File: config.mk
export PLATFORM = sky130hd
export DESIGN_NAME = bsg_level_shift_en_sequencer
export DESIGN_NICKNAME = d
export VERILOG_FILES = /design/src/rtl/bsg_level_shift_seq_pkg.sv /design/src/rtl/bsg_level_shift_seq_delay_ctr.sv /design/src/rtl/bsg_level_shift_en_sequencer.sv
export SDC_FILE = /design/constraint.sdc
export NUM_CORES = 1
export LEC_CHECK = 0
export ABC_CLOCK_PERIOD_IN_PS = 1700
export CAP_MARGIN = 15
export CORE_UTILIZATION = 28
export DETAILED_ROUTE_END_ITERATION = 12
export PLACE_DENSITY_LB_ADDON = 0.05
export SYNTH_ARGS = -nofsm -noshare
export SYNTH_HDL_FRONTEND = slang
export SYNTH_SLANG_ARGS = --single-unit
File: constraint.sdc
create_clock -name clk_i -period 1.7 [get_ports clk_i]
set_clock_uncertainty 0.05 [all_clocks]
set_input_delay 0.34 -clock clk_i [delete_from_list [all_inputs] [get_ports clk_i]]
set_output_delay 0.34 -clock clk_i [all_outputs]
set_load 0.005 [all_outputs]
File: src/rtl/bsg_level_shift_seq_pkg.sv
// Shared types and helpers for the level-shifter enable sequencer.
package bsg_level_shift_seq_pkg;

  localparam int unsigned state_width_lp = 3;

  typedef enum logic [state_width_lp-1:0] {
    eOff, ePwrUp, eSettle, eOn, eDrain, ePwrDn
  } state_e;

  typedef struct packed {
    logic req;
    logic en;
    logic busy;
  } seq_outs_s;

  function automatic int unsigned safe_clog2(input int unsigned x);
    return (x <= 32'd1) ? 32'd1 : 32'($clog2(x));
  endfunction

  function automatic int unsigned max_u(input int unsigned a, input int unsigned b);
    return (a > b) ? a : b;
  endfunction

  // Output levels owned by each state; registered alongside the state itself.
  function automatic seq_outs_s outs_of(input state_e s);
    seq_outs_s o;
    o = '0;
    unique case (s)
      ePwrUp, eSettle, eDrain: begin
        o.req  = 1'b1;
        o.busy = 1'b1;
      end
      eOn: begin
        o.req = 1'b1;
        o.en  = 1'b1;
      end
      ePwrDn:  o.busy = 1'b1;
      default: o = '0;
    endcase
    return o;
  endfunction

endpackage

File: src/rtl/bsg_level_shift_seq_delay_ctr.sv
// Loadable down-counter that saturates at zero; zero_o flags the expired count.
module bsg_level_shift_seq_delay_ctr
  import bsg_level_shift_seq_pkg::*;
#(
  parameter  int unsigned max_val_p = 16,
  localparam int unsigned width_lp  = safe_clog2(max_val_p)
) (
  input  logic                clk_i,
  input  logic                reset_i,
  input  logic                load_i,
  input  logic [width_lp-1:0] load_val_i,
  input  logic                dec_i,
  output logic                zero_o
);

  logic [width_lp-1:0] count_r;

  always_ff @(posedge clk_i) begin
    if (reset_i)
      count_r <= '0;
    else if (load_i)
      count_r <= load_val_i;
    else if (dec_i && (count_r != '0))
      count_r <= count_r - width_lp'(1);
  end

  assign zero_o = (count_r == '0);

endmodule

File: src/rtl/bsg_level_shift_en_sequencer.sv
// Power-up/down sequencer for a switchable domain's level-shifter enable.
// Define BSG_LEVEL_SHIFT_SEQ_TIMEOUT_EN to add the sticky power-ack timeout.
module bsg_level_shift_en_sequencer
  import bsg_level_shift_seq_pkg::*;
#(
  parameter int unsigned settle_cycles_p  = 16,
  parameter int unsigned drain_cycles_p   = 4,
  parameter int unsigned timeout_cycles_p = 1024
) (
  input  logic clk_i,
  input  logic reset_i,
  input  logic on_req_i,
  input  logic pwr_ack_i,
  output logic pwr_req_o,
  output logic ls_en_o,
  output logic ready_o,
  output logic busy_o,
  output logic error_o
);

  localparam int unsigned dly_width_lp = safe_clog2(max_u(settle_cycles_p, drain_cycles_p));
  localparam logic [dly_width_lp-1:0] settle_load_lp = dly_width_lp'(settle_cycles_p - 1);
  localparam logic [dly_width_lp-1:0] drain_load_lp  = dly_width_lp'(drain_cycles_p - 1);

`ifdef BSG_LEVEL_SHIFT_SEQ_TIMEOUT_EN
  localparam logic tmo_en_lp = 1'b1;
`else
  localparam logic tmo_en_lp = 1'b0;
`endif

  state_e    state_r;
  seq_outs_s outs_r;
  logic      error_r;
  logic      go_settle, go_drain, dly_load, dly_zero, tmo_zero;

  // Delay counter is shared: settle interval on the way up, drain on the way down.
  assign go_settle = (state_r == ePwrUp) && on_req_i && pwr_ack_i;
  assign go_drain  = (state_r == eOn) && !on_req_i;
  assign dly_load  = go_settle | go_drain;

  bsg_level_shift_seq_delay_ctr #(
    .max_val_p(max_u(settle_cycles_p, drain_cycles_p))
  ) u_dly (
    .clk_i     (clk_i),
    .reset_i   (reset_i),
    .load_i    (dly_load),
    .load_val_i(go_settle ? settle_load_lp : drain_load_lp),
    .dec_i     (!dly_load),
    .zero_o    (dly_zero)
  );

`ifdef BSG_LEVEL_SHIFT_SEQ_TIMEOUT_EN
  localparam int unsigned tmo_width_lp = safe_clog2(timeout_cycles_p);
  logic tmo_load;

  // Reload outside the ack-wait states and when hopping straight from PWR_UP to PWR_DN.
  assign tmo_load = !((state_r == ePwrUp) || (state_r == ePwrDn))
                  || ((state_r == ePwrUp) && !on_req_i);

  bsg_level_shift_seq_delay_ctr #(
    .max_val_p(timeout_cycles_p)
  ) u_tmo (
    .clk_i     (clk_i),
    .reset_i   (reset_i),
    .load_i    (tmo_load),
    .load_val_i(tmo_width_lp'(timeout_cycles_p - 1)),
    .dec_i     (!tmo_load),
    .zero_o    (tmo_zero)
  );
`else
  logic unused_tmo;
  assign tmo_zero   = 1'b0;
  assign unused_tmo = ^timeout_cycles_p;
`endif

  always_ff @(posedge clk_i) begin
    if (reset_i) begin
      state_r <= eOff;
      outs_r  <= '0;
      error_r <= 1'b0;
    end else begin
      unique case (state_r)
        eOff: if (on_req_i && !error_r) begin
          state_r <= ePwrUp;  outs_r <= outs_of(ePwrUp);
        end
        ePwrUp: if (!on_req_i) begin
          state_r <= ePwrDn;  outs_r <= outs_of(ePwrDn);
        end else if (pwr_ack_i) begin
          state_r <= eSettle; outs_r <= outs_of(eSettle);
        end else if (tmo_zero) begin
          state_r <= eOff;    outs_r <= outs_of(eOff);  error_r <= 1'b1;
        end
        eSettle: if (!on_req_i) begin
          state_r <= ePwrDn;  outs_r <= outs_of(ePwrDn);
        end else if (!pwr_ack_i) begin
          state_r <= ePwrUp;  outs_r <= outs_of(ePwrUp);
        end else if (dly_zero) begin
          state_r <= eOn;     outs_r <= outs_of(eOn);
        end
        eOn: if (tmo_en_lp && !pwr_ack_i) begin
          state_r <= eOff;    outs_r <= outs_of(eOff);  error_r <= 1'b1;
        end else if (!on_req_i) begin
          state_r <= eDrain;  outs_r <= outs_of(eDrain);
        end
        eDrain: if (dly_zero) begin
          state_r <= ePwrDn;  outs_r <= outs_of(ePwrDn);
        end
        ePwrDn: if (!pwr_ack_i) begin
          state_r <= eOff;    outs_r <= outs_of(eOff);
        end else if (tmo_zero) begin
          state_r <= eOff;    outs_r <= outs_of(eOff);  error_r <= 1'b1;
        end
        default: begin
          state_r <= eOff;    outs_r <= outs_of(eOff);
        end
      endcase
    end
  end

  assign pwr_req_o = outs_r.req;
  assign ls_en_o   = outs_r.en;
  assign ready_o   = outs_r.en;
  assign busy_o    = outs_r.busy;
  assign error_o   = error_r;

endmodule

==> results of run 1 <==
metal layers:
layer	track usage [%]	vias to the layer above	part of all wire, %
met1	15.9	269	44
met3	6.25	2	3.4
met5	0	-	0
met2	25.4	5	51
met4	2.78	0	0.92
li1	-	306	-
registers in the layout, summed over array words and instances (netlist names):
| name | cells |
|---|---|
| pwr_req_o | 1 |
| state_r | 3 |
| u_dly.count_r | 4 |
| busy_o | 1 |
| ls_en_o | 1 |
report_power, final:
| group | internal [mW] | switching (mW) |
|---|---|---|
| logic | 0.286 | 0.224 |
| registers | 0.297 | 0.0695 |
| clock network | 0.0819 | 0.0878 |
logic make-up (layout without fill, tap and decap cells):
logic type | after synthesis | count (layout)
other cells | 1 | 1
simple gates | 26 | 26
xor+xnor | 3 | 3
flops | 10 | 10
fa+ha+maj | 2 | 2
mux | 1 | 1
compound gates | 26 | 26
buf+inv | 11 | 21
layout make-up:
cell class | count | area share (%)
Clock buffer | 3 | 2.80
Inverter | 2 | 0.932
Multi-Input combinational cell | 59 | 50.0
Tap cell | 28 | 4.35
Sequential cell | 10 | 24.8
Timing Repair Buffer | 16 | 17.1
layout by cell type, fill, tap and decap left out, drive strengths merged, types with 3 or more instances in the layout:
cell type | Yosys | final
a21oi | 6 | 6
a31oi | 3 | 3
buf | 8 | 9
clkbuf | 1 | 3
clkdlybuf4s50 | 0 | 7
dfxtp | 10 | 10
nand2b | 4 | 4
nor2 | 8 | 8
nor2b | 4 | 4
o21a | 3 | 3
o21ai | 6 | 6
timing repair:
item                                   4_1_cts  5_1_grt
setup endpoints to repair                    0        2
gates resized for setup                      0        1
endpoints found under the hold margin        0        0
metrics by stage:
step | TNS, ns | setup WS, ns | power [mW] | hold WS (ns)
floorplan | 0 | 0.142 | 0.745 | 0.431
global placement | -0.500 | -0.128 | 0.885 | 0.436
detailed placement | -0.559 | -0.159 | 0.885 | 0.440
CTS | 0 | 0.0252 | 1.06 | 0.460
global route | 0 | 0.00825 | 1.18 | 0.487
finish | 0 | 0.0797 | 1.05 | 0.456
worst paths after layout:
kind | end | depth (start not counted) | slack [ns]
worst min register to register | ls_en_o | 2 | 0.46
worst max-delay path | pwr_req_o | 6 | 0.08
worst max register to register | pwr_req_o | 6 | 0.08
worst min-delay path | ls_en_o | 2 | 0.46
tightest hold or removal path, delay by kind of cell (launching register included):
kind,cells,cell delay (ns)
flops,1,0.32
simple gates,1,0.07
compound gates,1,0.06
==> impl_metrics.py, run 1 <==
metrics = {
    "critical_path": {
        "cp.required_ns": 1.81,
        "crit_path_end_kind": "register",
        "arrival_ns": 1.73,
        "crit_slowest_cell": "o32a_1",
        "path_max_fanout": 3,
        "cp-startpoint": "u_dly.count_r[0]",
        "slowest_delay_ns": 0.34,
        "crit_buf_inv": 1,
        "path_cells": "inv_1 > ha_2 > nor4b_2 > o32a_1 > o21a_2 > o2111a_1",
        "worstReg2RegStart": "u_dly.count_r[0]",
        "cp-start-kind": "register",
        "crit_family": "compound AO/OA/AOI/OAI gates",
        "crit_type": "reg -> reg",
    },
    "die": {
        "rows": 17,
        "dieArea_mm2": 0.00261,
        "start_util_pct": 30.2,
        "ios": 9,
        "dieWidth_um": 51.1,
        "coreArea_mm2": 0.00223,
        "fp.dieH_um": 51.1,
    },
    "clocking": {
        "cts_buffers": 3,
        "cts_sinks": 10,
        "root_buffer": "clkbuf_4",
        "post-cts-setup-buffer-count": 0,
        "tritoncts": "done",
        "cts_buffer_depth": 2,
        "clk_pin_slew_ns": 0.07,
        "cts-htree-levels": 1,
        "clk-insertion-delay-late_ns": 0.27,
        "ctsHoldBuffers": 0,
    },
    "timing": {
        "final.min_clock_period_ns": 1.62,
        "max_freq_ghz": 0.617,
        "min_period_over_period_pct": 95.3,
        "finalSetupViolCount": 0,
        "rsz0062_at_grt": "false",
        "hold_violations": 0,
        "drv_slew": 0,
    },
    "synth": {
        "yosysMostFrequentCell": "dfxtp_1",
        "netlist.area_leader.share_pct": 29.7,
        "synth_common_cells": "dfxtp_1 (10), nor2_1 (8), a21oi_1 (6), buf_4 (6), o21ai_0 (5)",
        "synthSimpleGateAreaFrac_pct": 23.7,
        "synth_top_family_by_area": "compound AO/OA/AOI/OAI gates",
        "synth_fa_ha_area_share_pct": 3.34,
        "yosysSeqAreaShare_pct": 29.7,
        "synthFlopType": "dfxtp_1",
        "syn_area_um2": 674,
        "synth-edff-count": 0,
        "async_flop_share_pct": 0,
        "synth-xor-area-share_pct": 3.90,
        "synth_compound_area_share_pct": 26.2,
        "syn-num-nets": 85,
        "synth_top_area_cell": "dfxtp_1",
        "ys_ff_latch": 10,
        "syn_avg_cell_area_um2": 8.43,
        "synth_mux_area_share_pct": 1.67,
        "ys_top_cells_by_area": "dfxtp_1 (30%), buf_4 (6.7%), a21oi_1 (4.5%)",
        "ys.warnings.count": 0,
        "synth_cell_types": 38,
        "synthCells": 80,
    },
    "cells_and_area": {
        "multi_input_area_um2": 403,
        "final-seq-area_um2": 200,
        "drive_gt1_share_pct": 21.1,
        "num_antenna_cells": 0,
        "instances_no_fill": 118,
        "filler_cell_count": 249,
        "final_area_um2": 806,
        "area_growth_pct": 19.5,
        "fin_nets": 97,
        "fin_util_pct": 36.1,
    },
    "detailed_routing": {
        "avgRoutedWirePerCell_um": 12.9,
        "via_per_inst": 4.93,
        "drc": 0,
        "drt-total-wl_mm": 1.52,
        "drt.antenna.violating_nets": 0,
        "dr.pass1.iters": 3,
        "via_count": 582,
        "dr.first_iter.drc_count": 6,
    },
    "place": {
        "dp.cells": 115,
        "dp_hpwl_mm": 1.15,
        "placed_cell_area_um2": 781,
        "numPortBuffers": 7,
        "gp_congestion": 0.713,
    },
    "power_and_ir_drop": {
        "power_density_mw_per_mm2": 1300,
        "p_leak_nw": 0.305,
        "ir_worst_vdd_mv": 0.502,
    },
    "hold_path": {
        "hold_start": "ls_en_o",
        "hold_class": "reg -> reg",
    },
    "global_routing": {
        "grt_pass1_vias": 565,
        "grt_max_degree": 17,
        "grt.total_usage_pct": 14.4,
        "antenna_found_initial": 0,
        "grt_pass1_wl_mm": 2.65,
        "gr-total-overflow": 0,
    },
    "run": {
        "maxCapViolations": 0,
    },
    "status": {
        "status": "completed",
    },
}
(Power assumes the default switching activity.)
==> inputs of run 2 (changes only) <==
--- a/config.mk
+++ b/config.mk
@@ -7,7 +7,7 @@
 export LEC_CHECK = 0
 export ABC_CLOCK_PERIOD_IN_PS = 1700
 export CAP_MARGIN = 15
-export CORE_UTILIZATION = 28
+export CORE_UTILIZATION = 46
 export DETAILED_ROUTE_END_ITERATION = 12
 export PLACE_DENSITY_LB_ADDON = 0.05
 export SYNTH_ARGS = -nofsm -noshare
==> run 2 against run 1 <==
Net effect: via count is 1.5% higher; flip-flop and latch count unchanged; worst hold slack got worse by 0.0068 ns; sequential share of layout area decreased by 0.42 points; combinational power increased by 6.3%; clock-buffer cell count up 1; sequential power barely moved; largest cell class unchanged; largest power group unchanged; maximum frequency increased by 1.9%; critical endpoint unchanged; highest routed layer is now met3; clock power up 28%; routed wire length fell by 11%; non-clock buffer count grew 1.
==> impl_metrics.py, run 2 (synthesis gave the netlist of run 1 again) <==
metrics = {
    "status": {
        "status": "completed",
    },
    "critical_path": {
        "cp.required_ns": 1.82,
        "arrival_ns": 1.71,
        "r2r_cells": 6,
        "cp-startpoint": "u_dly.count_r[0]",
        "endpoint": "pwr_req_o",
        "crit_type": "reg -> reg",
        "r2r-end": "pwr_req_o",
        "crit_path_end_kind": "register",
        "path_max_fanout": 3,
        "r2r_slack_ns": 0.11,
        "cp-start-kind": "register",
        "worstReg2RegStart": "u_dly.count_r[0]",
    },
    "clocking": {
        "clk-insertion-delay-late_ns": 0.27,
        "tritoncts": "done",
        "cts_resized": 0,
        "cts_buffer_depth": 2,
        "ctsHoldBuffers": 0,
        "cts_buffers": 3,
        "clk_pin_slew_ns": 0.07,
        "cts_sinks": 10,
        "root_buffer": "clkbuf_4",
        "cts-htree-levels": 1,
        "post-cts-setup-buffer-count": 0,
    },
    "cells_and_area": {
        "top_regs": "u_dly.count_r (4), state_r (3)",
        "fin_util_pct": 61.4,
        "num_antenna_cells": 0,
        "top_register": "u_dly.count_r",
        "largest_reg_flops": 4,
        "area_growth_pct": 21.5,
        "instances_no_fill": 107,
        "filler_cell_count": 123,
        "final_cell_mix": "dfxtp_1 (10), buf_4 (10), nor2_1 (8)",
        "fin_nets": 98,
        "final_area_um2": 820,
        "drive_gt1_share_pct": 22.8,
    },
    "timing": {
        "tns_ns": 0,
        "rsz0062_at_grt": "false",
        "min_period_over_period_pct": 93.6,
        "hold_violations": 0,
        "drv_slew": 0,
        "whs_ns": 0.449,
        "finalSetupViolCount": 0,
        "final.min_clock_period_ns": 1.59,
        "max_freq_ghz": 0.629,
    },
    "detailed_routing": {
        "avgRoutedWirePerCell_um": 12.6,
        "drt-total-wl_mm": 1.35,
        "dr.pass1.iters": 7,
        "via_per_inst": 5.52,
        "drt.antenna.violating_nets": 0,
        "drc": 0,
        "via_count": 591,
        "dr.first_iter.drc_count": 11,
    },
    "place": {
        "dp.cells": 103,
        "numPortBuffers": 7,
        "placed_cell_area_um2": 772,
        "dp_hpwl_mm": 1.07,
        "gp_congestion": 0.735,
    },
    "global_routing": {
        "grt_pass1_vias": 523,
        "antenna_found_initial": 0,
        "grt.total_usage_pct": 20.7,
        "gr-total-overflow": 0,
        "grt_max_degree": 17,
        "grt_pass1_wl_mm": 2.22,
    },
    "die": {
        "start_util_pct": 50.6,
        "dieWidth_um": 40.3,
        "fp.dieH_um": 40.3,
        "ios": 9,
        "coreArea_mm2": 0.00133,
        "rows": 13,
        "dieArea_mm2": 0.00162,
    },
    "power_and_ir_drop": {
        "power_density_mw_per_mm2": 1380,
        "ir_worst_vdd_mv": 0.713,
        "p_leak_nw": 0.323,
    },
    "run": {
        "maxCapViolations": 0,
    },
    "hold_path": {
        "hold_start": "ls_en_o",
        "hold_class": "reg -> reg",
    },
}
-- run 2: cell count changes in the layout (fill, tap and decap cells not counted) --
cell,before,now
nor4b_2,1,0
clkbuf_8,0,1
buf_4,9,10
nor4b_4,0,1
-- run 2: metrics by stage --
stage | setup WS (ns) | total power [mW]
6_report | 0.110 | 1.13
5_1_grt | 0.0389 | 1.21
4_1_cts | 0.0229 | 1.10
3_5_place_dp | -0.113 | 0.890
3_3_place_gp | -0.0996 | 0.873
2_1_floorplan | 0.142 | 0.745
-- run 2: worst min path at each step --
stage                         end  cells past startpoint
after CTS                 ls_en_o                      2
after global placement    ls_en_o                      2
after detailed placement  ls_en_o                      2
final                     ls_en_o                      2
after floorplan           ls_en_o                      2
after global routing      ls_en_o                      2
-- run 2: critical path, cell delays in order, from the launching register on --
cell,delay [ns]
dfxtp_1,0.34
inv_1,0.07
ha_2,0.20
nor4b_4,0.14
o32a_1,0.33
o21a_2,0.13
o2111a_1,0.22
-- run 2: final cells by class --
cell class                 instances  area (um2)  share of cell area, %
inverter                           2        7.51                  0.916
tap                               15        18.8                   2.29
timing repair buffer              17         145                   17.7
multi-input combinational         59         412                   50.2
clock buffer                       4        36.3                   4.43
sequential                        10         200                   24.4
-- run 2: power by group --
part | switching, mW | internal (mW) | total, mW
sequential | 0.0716 | 0.297 | 0.368
combinational | 0.240 | 0.303 | 0.543
clock | 0.0864 | 0.130 | 0.217
-- run 2: layer usage --
| layer | vias up | share of wire (%) | GRT usage [%] |
|---|---|---|---|
| li1 | 307 | - | - |
| met1 | 271 | 44 | 26.3 |
| met2 | 13 | 52 | 33.9 |
| met3 | 0 | 3.8 | 6.67 |
| met4 | 0 | 0 | 5.00 |
| met5 | - | 0 | 0 |
==> inputs of run 3 (changes only) <==
--- a/config.mk
+++ b/config.mk
@@ -7,6 +7,7 @@
 export LEC_CHECK = 0
 export ABC_CLOCK_PERIOD_IN_PS = 1700
 export CAP_MARGIN = 15
+export CORE_MARGIN = 3
 export CORE_UTILIZATION = 46
 export DETAILED_ROUTE_END_ITERATION = 12
 export PLACE_DENSITY_LB_ADDON = 0.05
==> run 3 against run 2 <==
Net effect: setup slack worse by 0.013 ns; sequential power fell by 2%; flip-flop and latch count stayed put; die area rose by 21%; non-clock buffer count unchanged; final cell count down 0.93%; clock-buffer cell count fell by 1; via count down 3.0%; worst hold slack got worse by 0.0011 ns; combinational power down 3%; critical path depth is the same; critical endpoint unchanged; largest power group unchanged.
==> impl_metrics.py, run 3 (synthesis gave the netlist of run 1 again) <==
metrics = {
    "status": {
        "status": "completed",
    },
    "global_routing": {
        "grt.total_usage_pct": 14.5,
        "antenna_found_initial": 0,
        "grt_pass1_wl_mm": 2.11,
        "grt_max_degree": 17,
        "grt_pass1_vias": 519,
        "gr-total-overflow": 0,
    },
    "hold_path": {
        "hold_class": "reg -> reg",
        "hold_start": "ls_en_o",
        "hold_depth": 2,
        "min_to": "ls_en_o",
    },
    "cells_and_area": {
        "top_regs": "u_dly.count_r (4), state_r (3)",
        "num_antenna_cells": 0,
        "fin_nets": 98,
        "final_common_cell": "buf_4",
        "final_area_um2": 798,
        "top_register": "u_dly.count_r",
        "largest_reg_flops": 4,
        "final_cell_mix": "buf_4 (10), dfxtp_1 (9), nor2_1 (8)",
        "area_growth_pct": 18.4,
        "drive_gt1_share_pct": 23.1,
    },
    "timing": {
        "hold_violations": 0,
        "tns_ns": 0,
        "rsz0062_at_grt": "false",
        "max_freq_ghz": 0.623,
        "min_period_over_period_pct": 94.4,
        "drv_slew": 0,
        "final.min_clock_period_ns": 1.60,
        "finalSetupViolCount": 0,
    },
    "place": {
        "numPortBuffers": 7,
        "gp_congestion": 0.824,
        "dp_hpwl_mm": 1.05,
        "placed_cell_area_um2": 772,
    },
    "detailed_routing": {
        "drt-total-wl_mm": 1.30,
        "avgRoutedWirePerCell_um": 12.2,
        "dr.first_iter.drc_count": 8,
        "via_count": 573,
        "via_per_inst": 5.41,
        "drc": 0,
        "drt.antenna.violating_nets": 0,
        "dr.pass1.iters": 4,
    },
    "clocking": {
        "post-cts-setup-buffer-count": 0,
        "root_buffer": "clkbuf_4",
        "ctsHoldBuffers": 0,
        "cts_sinks": 10,
        "cts_buffers": 3,
        "clk_pin_slew_ns": 0.06,
        "tritoncts": "done",
        "cts_buffer_depth": 2,
        "cts-htree-levels": 1,
        "cts_resized": 0,
        "clk-insertion-delay-late_ns": 0.25,
    },
    "run": {
        "maxCapViolations": 0,
    },
    "critical_path": {
        "crit_slowest_cell": "dfxtp_2",
        "crit_path_end_kind": "register",
        "path_cells": "inv_1 > ha_2 > nor4b_2 > o32a_1 > o21a_2 > o2111a_1",
        "arrival_ns": 1.70,
        "cp.required_ns": 1.80,
        "r2r-end": "pwr_req_o",
        "worstReg2RegStart": "u_dly.count_r[0]",
        "slowest_delay_ns": 0.33,
        "cp-start-kind": "register",
        "crit_type": "reg -> reg",
        "r2r_slack_ns": 0.1,
        "r2r_cells": 6,
        "path_max_fanout": 3,
    },
    "die": {
        "ios": 9,
        "start_util_pct": 50.6,
        "dieArea_mm2": 0.00196,
        "coreArea_mm2": 0.00133,
        "dieWidth_um": 44.3,
        "fp.dieH_um": 44.3,
        "rows": 13,
    },
    "power_and_ir_drop": {
        "power_density_mw_per_mm2": 1300,
        "p_leak_nw": 0.310,
        "ir_worst_vdd_mv": 0.671,
    },
}
==> run 3: cell count changes in the layout (fill, tap and decap cells not counted), sizes merged <==
cell / before / now
clkbuf: 4 / 3
==> run 3: worst max path at each step <==
stage	to	start	slack, ns	cells after the start
after floorplan	pwr_req_o	u_dly.count_r[0]	0.14	6
after global placement	state_r[0]	on_req_i	-0.1	5
after detailed placement	pwr_req_o	pwr_ack_i	-0.1	5
after CTS	pwr_req_o	u_dly.count_r[0]	0.01	6
after global routing	pwr_req_o	u_dly.count_r[0]	0.01	6
final	pwr_req_o	u_dly.count_r[0]	0.1	6
==> run 3: worst max-delay path, delay by kind of cell (launching register included) <==
family	cells	cell delay [ns]
AO/OA/AOI/OAI	3	0.68
flip-flops	1	0.33
adder cells (fa/ha/maj)	1	0.19
AND/OR/NAND/NOR	1	0.18
buffers and inverters	1	0.06
==> run 3: metrics by stage <==
stage	utilization, %	hold slack (ns)	power [mW]	setup slack (ns)	cells
after floorplan	-	0.431	0.745	0.142	80
after global placement	57.9	0.438	0.871	-0.0981	103
after detailed placement	57.9	0.440	0.891	-0.0990	103
after CTS	59.6	0.451	1.04	0.0144	106
after global routing	59.8	0.473	1.13	0.0110	106
final	59.8	0.448	1.04	0.0960	106
==> run 3: power by group <==
group / leakage (nW) / switching [mW] / internal, mW
registers: 0.0831 / 0.0622 / 0.299
logic: 0.214 / 0.235 / 0.289
clock network: 0.0138 / 0.0708 / 0.0813
total: 0.310 / 0.368 / 0.669
==> run 3: layout make-up <==
| type | instances | area, um2 |
|---|---|---|
| fill | 136 | 536 |
| tap | 15 | 18.8 |
| sequential | 10 | 201 |
| timing repair buffer | 17 | 145 |
| multi-input combinational | 59 | 403 |
| inverter | 2 | 7.51 |
| clock buffer | 3 | 22.5 |
==> run 3: metal layers <==
layer / up-vias / global-route usage, % / part of all wire (%)
met5: - / 0 / 0
met4: 0 / 1.81 / 0
met3: 0 / 5.28 / 2.7
met2: 6 / 24.7 / 47
met1: 259 / 17.9 / 50
li1: 308 / - / -
